## config.mk

```make
export PLATFORM = sky130hd
export DESIGN_NAME = address_register_sequencer_flat
export DESIGN_NICKNAME = d
export VERILOG_FILES = /design/src/rtl/address_register_sequencer_pkg.sv /design/src/rtl/address_register_sequencer_if.sv /design/src/rtl/address_register_sequencer_arbiter.sv /design/src/rtl/address_register_sequencer.sv /design/src/flat_wrapper.sv
export SDC_FILE = /design/constraint.sdc
export NUM_CORES = 1
export LEC_CHECK = 0
export ABC_AREA = 1
export CAP_MARGIN = 5
export CORE_MARGIN = 3
export CORE_UTILIZATION = 25
export CTS_BUF_LIST = sky130_fd_sc_hd__clkbuf_16
export DETAILED_ROUTE_END_ITERATION = 16
export PLACE_DENSITY = 0.53
export REMOVE_ABC_BUFFERS = 1
export SYNTH_ARGS = -nofsm -noshare
export SYNTH_HDL_FRONTEND = slang
export SYNTH_HIERARCHICAL = 1
export SYNTH_SLANG_ARGS = --single-unit
```

## constraint.sdc

```tcl
create_clock -name Clock -period 1.9 [get_ports Clock]
set_input_delay 0.57 -clock Clock [delete_from_list [all_inputs] [get_ports Clock]]
set_output_delay 0.57 -clock Clock [all_outputs]
set_load 0.05 [all_outputs]
```

## src/rtl/address_register_sequencer_pkg.sv

```systemverilog
// Shared ARF control encodings: function codes, output selects,
// active-low register enable masks, sequencer states and the default stack top.
package arf_ctrl_pkg;

    // ARF function codes
    localparam logic [2:0] FUN_DEC  = 3'b000;
    localparam logic [2:0] FUN_INC  = 3'b001;
    localparam logic [2:0] FUN_LOAD = 3'b010;
    localparam logic [2:0] FUN_CLR  = 3'b011;

    // ARF output select codes
    localparam logic [1:0] SEL_PC = 2'b00;
    localparam logic [1:0] SEL_AR = 2'b10;
    localparam logic [1:0] SEL_SP = 2'b11;

    // Active-low register enables: bit2 = PC, bit1 = AR, bit0 = SP
    localparam logic [2:0] REG_NONE = 3'b111;
    localparam logic [2:0] REG_ALL  = 3'b000;
    localparam logic [2:0] REG_PC   = 3'b011;
    localparam logic [2:0] REG_AR   = 3'b101;
    localparam logic [2:0] REG_SP   = 3'b110;

    localparam logic [15:0] DEFAULT_STACK_TOP = 16'h00FF;

    typedef enum logic [2:0] {
        ST_INIT_CLR = 3'd0,
        ST_INIT_SP  = 3'd1,
        ST_IDLE     = 3'd2,
        ST_FETCH    = 3'd3,
        ST_PUSH     = 3'd4,
        ST_POP_INC  = 3'd5,
        ST_POP_ADDR = 3'd6,
        ST_LOAD     = 3'd7
    } state_t;

    // Map a load target code onto the register enable mask (00 and 01 both mean PC)
    function automatic logic [2:0] target_mask(input logic [1:0] target);
        logic [2:0] mask;
        case (target)
            2'b10:   mask = REG_AR;
            2'b11:   mask = REG_SP;
            default: mask = REG_PC;
        endcase
        return mask;
    endfunction

endpackage

```

## src/rtl/address_register_sequencer_if.sv

```systemverilog
// Requester handshakes plus ARF control bus of the address register sequencer.
interface address_register_sequencer_if;

    logic        FetchReq;
    logic        FetchAck;
    logic        StackReq;
    logic        StackPop;
    logic        StackAck;
    logic        LoadReq;
    logic [1:0]  LoadTarget;
    logic [15:0] LoadData;
    logic        LoadAck;
    logic [15:0] ArfI;
    logic [2:0]  ArfRegSel;
    logic [2:0]  ArfFunSel;
    logic [1:0]  ArfOutCSel;
    logic [1:0]  ArfOutDSel;
    logic        AddrValid;
    logic        Busy;

    // Requesters and ARF observer side
    modport master (
        output FetchReq, StackReq, StackPop, LoadReq, LoadTarget, LoadData,
        input  FetchAck, StackAck, LoadAck, ArfI, ArfRegSel, ArfFunSel,
        input  ArfOutCSel, ArfOutDSel, AddrValid, Busy
    );

    // Sequencer side
    modport slave (
        input  FetchReq, StackReq, StackPop, LoadReq, LoadTarget, LoadData,
        output FetchAck, StackAck, LoadAck, ArfI, ArfRegSel, ArfFunSel,
        output ArfOutCSel, ArfOutDSel, AddrValid, Busy
    );

endinterface

```

## src/rtl/address_register_sequencer_arbiter.sv

```systemverilog
// Three-way round-robin arbiter (0 = fetch, 1 = stack, 2 = load).
// Grant is combinational from req and the priority pointer; the pointer
// moves past the granted port when advance is asserted.
module rr_arbiter_3 (
    input  logic       clk,
    input  logic       rst_n,
    input  logic [2:0] req,
    input  logic       advance,
    output logic [2:0] grant
);

    logic [1:0] ptr;

    // Pick the first requesting port starting at the priority pointer
    always_comb begin
        grant = '0;
        case (ptr)
            2'd1: begin
                if      (req[1]) grant = 3'b010;
                else if (req[2]) grant = 3'b100;
                else if (req[0]) grant = 3'b001;
            end
            2'd2: begin
                if      (req[2]) grant = 3'b100;
                else if (req[0]) grant = 3'b001;
                else if (req[1]) grant = 3'b010;
            end
            default: begin
                if      (req[0]) grant = 3'b001;
                else if (req[1]) grant = 3'b010;
                else if (req[2]) grant = 3'b100;
            end
        endcase
    end

    // Move priority to the port following the one just granted
    always_ff @(posedge clk or negedge rst_n) begin
        if (!rst_n) begin
            ptr <= 2'd0;
        end else if (advance) begin
            if      (grant[0]) ptr <= 2'd1;
            else if (grant[1]) ptr <= 2'd2;
            else if (grant[2]) ptr <= 2'd0;
        end
    end

endmodule

```

## src/rtl/address_register_sequencer.sv

```systemverilog
// Moore sequencer driving an address register file (PC/AR/SP): initialises
// the registers, then serves fetch, stack push/pop and load requests chosen
// by a round-robin arbiter, one operation at a time with IDLE in between.
module address_register_sequencer
    import arf_ctrl_pkg::*;
#(
    parameter logic [15:0] STACK_TOP = DEFAULT_STACK_TOP
) (
    input logic                         Clock,
    input logic                         Reset,
    address_register_sequencer_if.slave bus
);

    state_t      state_q;
    state_t      state_d;
    logic [2:0]  req;
    logic [2:0]  grant;
    logic        advance;
    logic        pop_q;
    logic [1:0]  target_q;
    logic [15:0] data_q;

    assign req     = {bus.LoadReq, bus.StackReq, bus.FetchReq};
    assign advance = (state_q == ST_IDLE) && (|req);

    rr_arbiter_3 u_arbiter (
        .clk     (Clock),
        .rst_n   (Reset),
        .req     (req),
        .advance (advance),
        .grant   (grant)
    );

    // State register
    always_ff @(posedge Clock or negedge Reset) begin
        if (!Reset) state_q <= ST_INIT_CLR;
        else        state_q <= state_d;
    end

    // Capture the granted request's operands so later input changes are ignored
    always_ff @(posedge Clock or negedge Reset) begin
        if (!Reset) begin
            pop_q    <= 1'b0;
            target_q <= '0;
            data_q   <= '0;
        end else if (advance) begin
            if (grant[1]) pop_q <= bus.StackPop;
            if (grant[2]) begin
                target_q <= bus.LoadTarget;
                data_q   <= bus.LoadData;
            end
        end
    end

    // Next-state selection; the stack direction comes straight from the input
    // at grant time since the latched copy is only valid from the next cycle
    always_comb begin
        state_d = state_q;
        case (state_q)
            ST_INIT_CLR: state_d = ST_INIT_SP;
            ST_INIT_SP:  state_d = ST_IDLE;
            ST_IDLE: begin
                if      (grant[0]) state_d = ST_FETCH;
                else if (grant[1]) state_d = bus.StackPop ? ST_POP_INC : ST_PUSH;
                else if (grant[2]) state_d = ST_LOAD;
            end
            ST_POP_INC:  state_d = ST_POP_ADDR;
            default:     state_d = ST_IDLE;
        endcase
    end

    // Output decode from state and latched operands only
    always_comb begin
        bus.ArfRegSel  = REG_NONE;
        bus.ArfFunSel  = FUN_DEC;
        bus.ArfOutCSel = SEL_AR;
        bus.ArfOutDSel = SEL_PC;
        bus.ArfI       = '0;
        bus.FetchAck   = 1'b0;
        bus.StackAck   = 1'b0;
        bus.LoadAck    = 1'b0;
        bus.AddrValid  = 1'b0;
        bus.Busy       = (state_q != ST_IDLE);
        case (state_q)
            ST_INIT_CLR: begin
                bus.ArfRegSel = REG_ALL;
                bus.ArfFunSel = FUN_CLR;
            end
            ST_INIT_SP: begin
                bus.ArfRegSel = REG_SP;
                bus.ArfFunSel = FUN_LOAD;
                bus.ArfI      = STACK_TOP;
            end
            ST_FETCH: begin
                bus.ArfOutDSel = SEL_PC;
                bus.AddrValid  = 1'b1;
                bus.ArfRegSel  = REG_PC;
                bus.ArfFunSel  = FUN_INC;
                bus.FetchAck   = 1'b1;
            end
            ST_PUSH: begin
                bus.ArfOutDSel = SEL_SP;
                bus.AddrValid  = 1'b1;
                bus.ArfRegSel  = REG_SP;
                bus.ArfFunSel  = FUN_DEC;
                bus.StackAck   = 1'b1;
            end
            ST_POP_INC: begin
                bus.ArfRegSel = REG_SP;
                bus.ArfFunSel = FUN_INC;
            end
            ST_POP_ADDR: begin
                bus.ArfOutDSel = SEL_SP;
                bus.AddrValid  = 1'b1;
                bus.StackAck   = 1'b1;
            end
            ST_LOAD: begin
                bus.ArfI      = data_q;
                bus.ArfFunSel = FUN_LOAD;
                bus.ArfRegSel = target_mask(target_q);
                bus.LoadAck   = 1'b1;
            end
            default: ;
        endcase
    end

endmodule

```

## src/flat_wrapper.sv

```systemverilog
// flat-port wrapper written by rule: the top's interface ports become plain ports
module address_register_sequencer_flat import arf_ctrl_pkg::*;
#(
    parameter logic [15:0] STACK_TOP = DEFAULT_STACK_TOP
)
  (Clock, Reset, bus_FetchReq, bus_StackReq, bus_StackPop, bus_LoadReq, bus_LoadTarget, bus_LoadData, bus_FetchAck, bus_StackAck, bus_LoadAck, bus_ArfI, bus_ArfRegSel, bus_ArfFunSel, bus_ArfOutCSel, bus_ArfOutDSel, bus_AddrValid, bus_Busy);
  address_register_sequencer_if bus_i ();
  input logic Clock;
  input logic Reset;
  input wire logic [$bits(bus_i.FetchReq)-1:0] bus_FetchReq;
  input wire logic [$bits(bus_i.StackReq)-1:0] bus_StackReq;
  input wire logic [$bits(bus_i.StackPop)-1:0] bus_StackPop;
  input wire logic [$bits(bus_i.LoadReq)-1:0] bus_LoadReq;
  input wire logic [$bits(bus_i.LoadTarget)-1:0] bus_LoadTarget;
  input wire logic [$bits(bus_i.LoadData)-1:0] bus_LoadData;
  output wire logic [$bits(bus_i.FetchAck)-1:0] bus_FetchAck;
  output wire logic [$bits(bus_i.StackAck)-1:0] bus_StackAck;
  output wire logic [$bits(bus_i.LoadAck)-1:0] bus_LoadAck;
  output wire logic [$bits(bus_i.ArfI)-1:0] bus_ArfI;
  output wire logic [$bits(bus_i.ArfRegSel)-1:0] bus_ArfRegSel;
  output wire logic [$bits(bus_i.ArfFunSel)-1:0] bus_ArfFunSel;
  output wire logic [$bits(bus_i.ArfOutCSel)-1:0] bus_ArfOutCSel;
  output wire logic [$bits(bus_i.ArfOutDSel)-1:0] bus_ArfOutDSel;
  output wire logic [$bits(bus_i.AddrValid)-1:0] bus_AddrValid;
  output wire logic [$bits(bus_i.Busy)-1:0] bus_Busy;
  assign bus_i.FetchReq = bus_FetchReq;
  assign bus_i.StackReq = bus_StackReq;
  assign bus_i.StackPop = bus_StackPop;
  assign bus_i.LoadReq = bus_LoadReq;
  assign bus_i.LoadTarget = bus_LoadTarget;
  assign bus_i.LoadData = bus_LoadData;
  assign bus_FetchAck = bus_i.FetchAck;
  assign bus_StackAck = bus_i.StackAck;
  assign bus_LoadAck = bus_i.LoadAck;
  assign bus_ArfI = bus_i.ArfI;
  assign bus_ArfRegSel = bus_i.ArfRegSel;
  assign bus_ArfFunSel = bus_i.ArfFunSel;
  assign bus_ArfOutCSel = bus_i.ArfOutCSel;
  assign bus_ArfOutDSel = bus_i.ArfOutDSel;
  assign bus_AddrValid = bus_i.AddrValid;
  assign bus_Busy = bus_i.Busy;
  address_register_sequencer #(.STACK_TOP(STACK_TOP)) u_core (.Clock(Clock), .Reset(Reset), .bus(bus_i));
endmodule
```

==> impl_metrics.json, run 1 <==
{
  "gp_congestion": 0.7588,
  "num_rows": 27,
  "grt_max_degree": 24,
  "antenna_left": 0,
  "fin_crit_sh": 1.030,
  "fin_crit_ps": 1958,
  "rsz0062_at_grt": "true",
  "synth_seq_cells": 23,
  "yosys-top-cells-area": "dfrtp_1, nand2_1, nand4_1, inv_1, nor2_1",
  "grt_pass1_vias": 1518,
  "clk_latency_ps": 260,
  "wl_per_cell_um": 12.61,
  "wl_met2_um": 2308,
  "numCtsBuffers": 3,
  "layout_commonest_cell": "nand2_1",
  "hold_violations": 0,
  "area_growth_pct": 82.11,
  "initial_core_util": 0.2622,
  "core-area_um2": 5574,
  "cts_tree": "built",
  "total_leakage_power_uw": 0.001285,
  "antenna_found_initial": 0,
  "drc": 0,
  "yosys.area.top_type": "dfrtp_1",
  "slew_viol_final": 0,
  "yosysSeqAreaShare": 0.3938,
  "die_area_um2": 6799,
  "max_freq_mhz": 510.8,
  "cts.sinks": 23,
  "drtIter0Drc": 73,
  "ir_worst_vdd_mv": 0.8461,
  "crit_fanout": 9,
  "gr-usage-all-layers": 0.1291,
  "reg2reg_slack_ps": 260,
  "fin_skew_ps": 3.691,
  "layout_common_cells": "nand2_1, buf_12, clkdlybuf4s50_1",
  "vias": 1523,
  "dieWidth_um": 82.46,
  "outcome": "finished, violations left",
  "htree_levels": 1,
  "dr.pass1.iters": 4,
  "crit_path_end_kind": "output pin",
  "antenna_cells": 0,
  "fin_tns_setup_ps": -336.6,
  "wl_met3_um": 195,
  "violations": "negative setup slack",
  "port-buffer-count": 51,
  "powerDensity_nw_per_um2": 1741,
  "maxCapViolCount": 0,
  "place_ws_ps": -155.9,
  "place_inst": 328,
  "yosysUniqueCellTypes": 25,
  "synth.cell_area_um2": 1461,
  "power_uw": 4633,
  "highest_layer": "met4",
  "wl_um": 4325,
  "arrival_ps": 1390,
  "synth_top_area_share": 0.3938,
  "start_kind": "flop",
  "syn_inst": 203,
  "cts-root-buf": "clkbuf_16",
  "layoutNonFillerInstCount": 343,
  "syn_avg_cell_area_um2": 7.199,
  "worstSetupStartpoint": "u_core/state_q[2]",
  "cp.required_ps": 1330,
  "grt_pass1_wl_um": 6768,
  "avgViaCountPerCell": 4.440,
  "r2r_start": "u_core/u_arbiter/ptr[0]",
  "path_clk_slew_ps": 60,
  "place_hpwl_um": 2956,
  "wl_met1_um": 1787,
  "drive_gt1_frac": 0.3875,
  "yosysWarnings": 6,
  "grt_overflow_total": 0,
  "hold_class": "reg -> reg",
  "fin_util": 0.4774,
  "fp.dieH_um": 82.46,
  "fin_ws_ps": -57.87,
  "timing_worst_setup_path_type": "reg -> out",
  "fin_nets": 298,
  "setup_viol": 15,
  "cts_buffer_depth": 2,
  "io_pins": 55,
  "hp-start": "u_core/data_q[12]"
}
synth_stat cells (all sizes together):
| cell type | number |
|---|---|
| clkinv | 1 |
| a21boi | 2 |
| conb | 2 |
| dfrtp | 23 |
| inv | 27 |
| a41oi | 1 |
| and2 | 1 |
| o21ai | 4 |
| ha | 2 |
| nand4 | 19 |
| buf | 13 |
| a21oi | 3 |
| nor2 | 17 |
| nand2 | 77 |
| nand3 | 11 |
state kept, by name, indices dropped and copies added, names as in the netlist:
| signal | cells |
|---|---|
| u_core/data_q | 16 |
| u_core/target_q | 2 |
| u_core/state_q | 3 |
| u_core/u_arbiter/ptr | 2 |
power breakdown:
group | switching [uW] | internal, uW
clock | 175 | 283
sequential | 153 | 705
combinational | 1930 | 1390
logic make-up after synthesis:
logic type | after synthesis | share of synthesized area
flip-flops | 23 | 0.3938
other | 2 | 0.005139
AO/OA/AOI/OAI | 10 | 0.04795
AND/OR/NAND/NOR | 125 | 0.3938
buffers and inverters | 41 | 0.1421
adder cells (fa/ha/maj) | 2 | 0.01712
routing by layer:
layer | GRT usage | vias up
li1 | - | 778
met1 | 0.1515 | 705
met2 | 0.2348 | 36
met3 | 0.02820 | 4
met4 | 0.03488 | 0
met5 | 0 | -
area by class of cell:
class                      instances  area (um2)
multi-input combinational        142       832.0
clock buffer                       3       75.07
fill                             556        2913
timing repair buffer              74       965.9
clock inverter                     1       5.005
inverter                          28       113.9
tap                               72       90.09
sequential                        23       579.3
stage by stage:
stage / instance area (um2) / hold slack [ps]
global placement: 2337 / 455.0
detailed placement: 2337 / 459.0
CTS: 2552 / 474.9
floorplan: 1364 / 274.4
finish: 2661 / 468.2
global route: 2661 / 491.7
repair_timing:
| item | 4_1_cts | 5_1_grt |
|---|---|---|
| buffers inserted | 7 | 1 |
| pin swaps | 0 | 2 |
| setup endpoints to repair | 22 | 40 |
| cloned | 0 | 3 |
| hold buffers | 0 | 0 |
| resized for setup | 28 | 20 |
| hold endpoints to repair | 0 | 0 |
critical path, cell delays in order (launching register included):
cell and delay [ps]:
dfrtp_2 440, inv_4 120, nor2_4 70, inv_4 190
nand3_2 130, buf_12 170
path summary, 6_finish.rpt:
| check | endpoint | cells after the start |
|---|---|---|
| min in group asynchronous | u_core/data_q[2] | 2 |
| max reg2reg | u_core/state_q[0] | 9 |
| max | bus_ArfFunSel[1] | 5 |
| max in group asynchronous | u_core/state_q[0] | 2 |
| min | u_core/data_q[12] | 2 |
| min reg2reg | u_core/data_q[12] | 2 |
(Power assumes the default switching activity.)
==> inputs of run 2 (changes only) <==
==> constraint.sdc (replaced) <==
create_clock -name Clock -period 2.1 [get_ports Clock]
set_input_delay 0.63 -clock Clock [delete_from_list [all_inputs] [get_ports Clock]]
set_output_delay 0.63 -clock Clock [all_outputs]
set_load 0.05 [all_outputs]
==> run 2 against run 1 <==
The run now ends clean; via count is 5.5% lower; setup slack better by 97 ps; non-clock buffer count is 7 lower; highest routed layer unchanged; sequential share of layout area is 1.2 points higher; sequential power is 10% lower; combinational power is 17% lower; core utilization is 2.6 points lower; wire length is 10% lower; first-iteration DRC count is 5.5% lower.
==> impl_metrics.json, run 2 (synthesized netlist as in run 1, its figures left out) <==
{
  "drtIter0Drc": 69,
  "ff2ff_path_depth": 8,
  "top_regs": "u_core/data_q x16, u_core/state_q x3",
  "wl_um": 3875,
  "htree_levels": 1,
  "area_growth_pct": 72.17,
  "wl_per_cell_um": 11.60,
  "timing_worst_setup_path_type": "reg -> out",
  "maxCapViolCount": 0,
  "vias": 1439,
  "fin_nets": 289,
  "clk_latency_ps": 260,
  "antenna_left": 0,
  "die_area_um2": 6799,
  "grt_overflow_total": 0,
  "fin_tns_setup_ps": 0,
  "grt_max_degree": 24,
  "gp_congestion": 0.8080,
  "hold_violations": 0,
  "max_freq_mhz": 485.2,
  "numCtsBuffers": 3,
  "arrival_ps": 1430,
  "avgViaCountPerCell": 4.308,
  "rsz0062_at_grt": "true",
  "layout_commonest_cell": "nand2_1",
  "cts_tree": "built",
  "io_pins": 55,
  "layout_common_cells": "nand2_1, buf_12, clkdlybuf4s50_1",
  "hold_class": "reg -> reg",
  "crit_path_end_kind": "output pin",
  "antenna_cells": 0,
  "crit_fanout": 7,
  "outcome": "finished, final reports clean",
  "hold_buffers": 0,
  "fin_crit_sh": 0.9814,
  "fin_skew_ps": 5.858,
  "registers.top_by_ff_count": "u_core/data_q",
  "place_ws_ps": -3.067,
  "drc": 0,
  "total_leakage_power_uw": 0.001242,
  "fp.dieH_um": 82.46,
  "antenna_found_initial": 0,
  "hp-start": "u_core/data_q[15]",
  "whs_path_depth": 2,
  "drive_gt1_frac": 0.3244,
  "dr.pass1.iters": 4,
  "fillers": 603,
  "r2r_start": "u_core/state_q[0]",
  "gr-usage-all-layers": 0.1186,
  "port-buffer-count": 51,
  "path_clk_slew_ps": 60,
  "place_hpwl_um": 2951,
  "reg2reg_slack_ps": 510,
  "cp.required_ps": 1470,
  "core-area_um2": 5574,
  "grt_pass1_vias": 1363,
  "start_kind": "flop",
  "cts.sinks": 23,
  "ir_worst_vdd_mv": 0.8370,
  "min_to": "u_core/data_q[15]",
  "largest_register_ffs": 16,
  "fin_crit_ps": 2061,
  "cts_buffer_depth": 2,
  "setup_viol": 0,
  "fin_ws_ps": 39.11,
  "fin_util": 0.4514,
  "cts-root-buf": "clkbuf_16",
  "grt_pass1_wl_um": 6244,
  "power_uw": 3946,
  "initial_core_util": 0.2622,
  "slew_viol_final": 0,
  "num_rows": 27,
  "r2r-end": "u_core/target_q[0]",
  "dieWidth_um": 82.46,
  "powerDensity_nw_per_um2": 1568
}
[run 2: changes by cell type in the layout (fill, tap and decap cells not counted), sizes merged]
cell and change:
buf -7, nand3 -2
[run 2: layout make-up]
class / count / area, um2 / area share
Tap cell: 72 / 90.09 / 0.03580
Sequential cell: 23 / 578.1 / 0.2297
Timing Repair Buffer: 67 / 897.1 / 0.3565
Multi-Input combinational cell: 140 / 754.5 / 0.2999
Inverter: 28 / 116.4 / 0.04625
Clock buffer: 3 / 75.07 / 0.02984
Clock inverter: 1 / 5.005 / 0.001989
[run 2: layer usage]
| metal | vias to the layer above | track usage | part of all wire |
|---|---|---|---|
| met3 | 4 | 0.01952 | 0.060 |
| li1 | 752 | - | - |
| met2 | 37 | 0.2075 | 0.50 |
| met1 | 646 | 0.1487 | 0.43 |
| met4 | 0 | 0.03488 | 0.0075 |
| met5 | - | 0 | 0 |
[run 2: repair_timing]
| item | 4_1_cts | 5_1_grt |
|---|---|---|
| pin swaps | 0 | 2 |
| resized for setup | 5 | 29 |
| setup endpoints to repair | 15 | 21 |
| setup buffers | 0 | 6 |
[run 2: critical path, cell delays in order (launching register included)]
cell and delay (ps):
dfrtp_2 460, nand2_2 110, nor2_4 50, buf_6 120, buf_6 120, a21boi_2 140
buf_6 180
[run 2: where the power goes]
group	leakage (uW)	total (uW)	switching, uW	internal [uW]
logic	0.000914	2760	1620	1140
clock network	0.0000409	418	162	256
registers	0.000287	772	136	636
[run 2: metrics by stage]
stage	hold slack (ps)	area (um2)	cells
2_1_floorplan	334.4	1364	191
3_3_place_gp	453.5	2295	324
3_5_place_dp	458.8	2295	324
4_1_cts	475.4	2390	328
5_1_grt	501.5	2516	334
6_report	469.5	2516	334
[run 2: worst max-delay path by stage]
stage	cells after the start	endpoint	slack [ps]	start
CTS	5	bus_ArfI[12]	8	u_core/state_q[0]
floorplan	2	bus_ArfOutDSel[0]	-900	u_core/state_q[2]
global route	6	bus_ArfRegSel[1]	-30	u_core/state_q[0]
global placement	8	u_core/data_q[10]	20	bus_LoadReq
detailed placement	8	u_core/data_q[10]	-3	bus_LoadReq
finish	6	bus_ArfRegSel[1]	40	u_core/state_q[0]
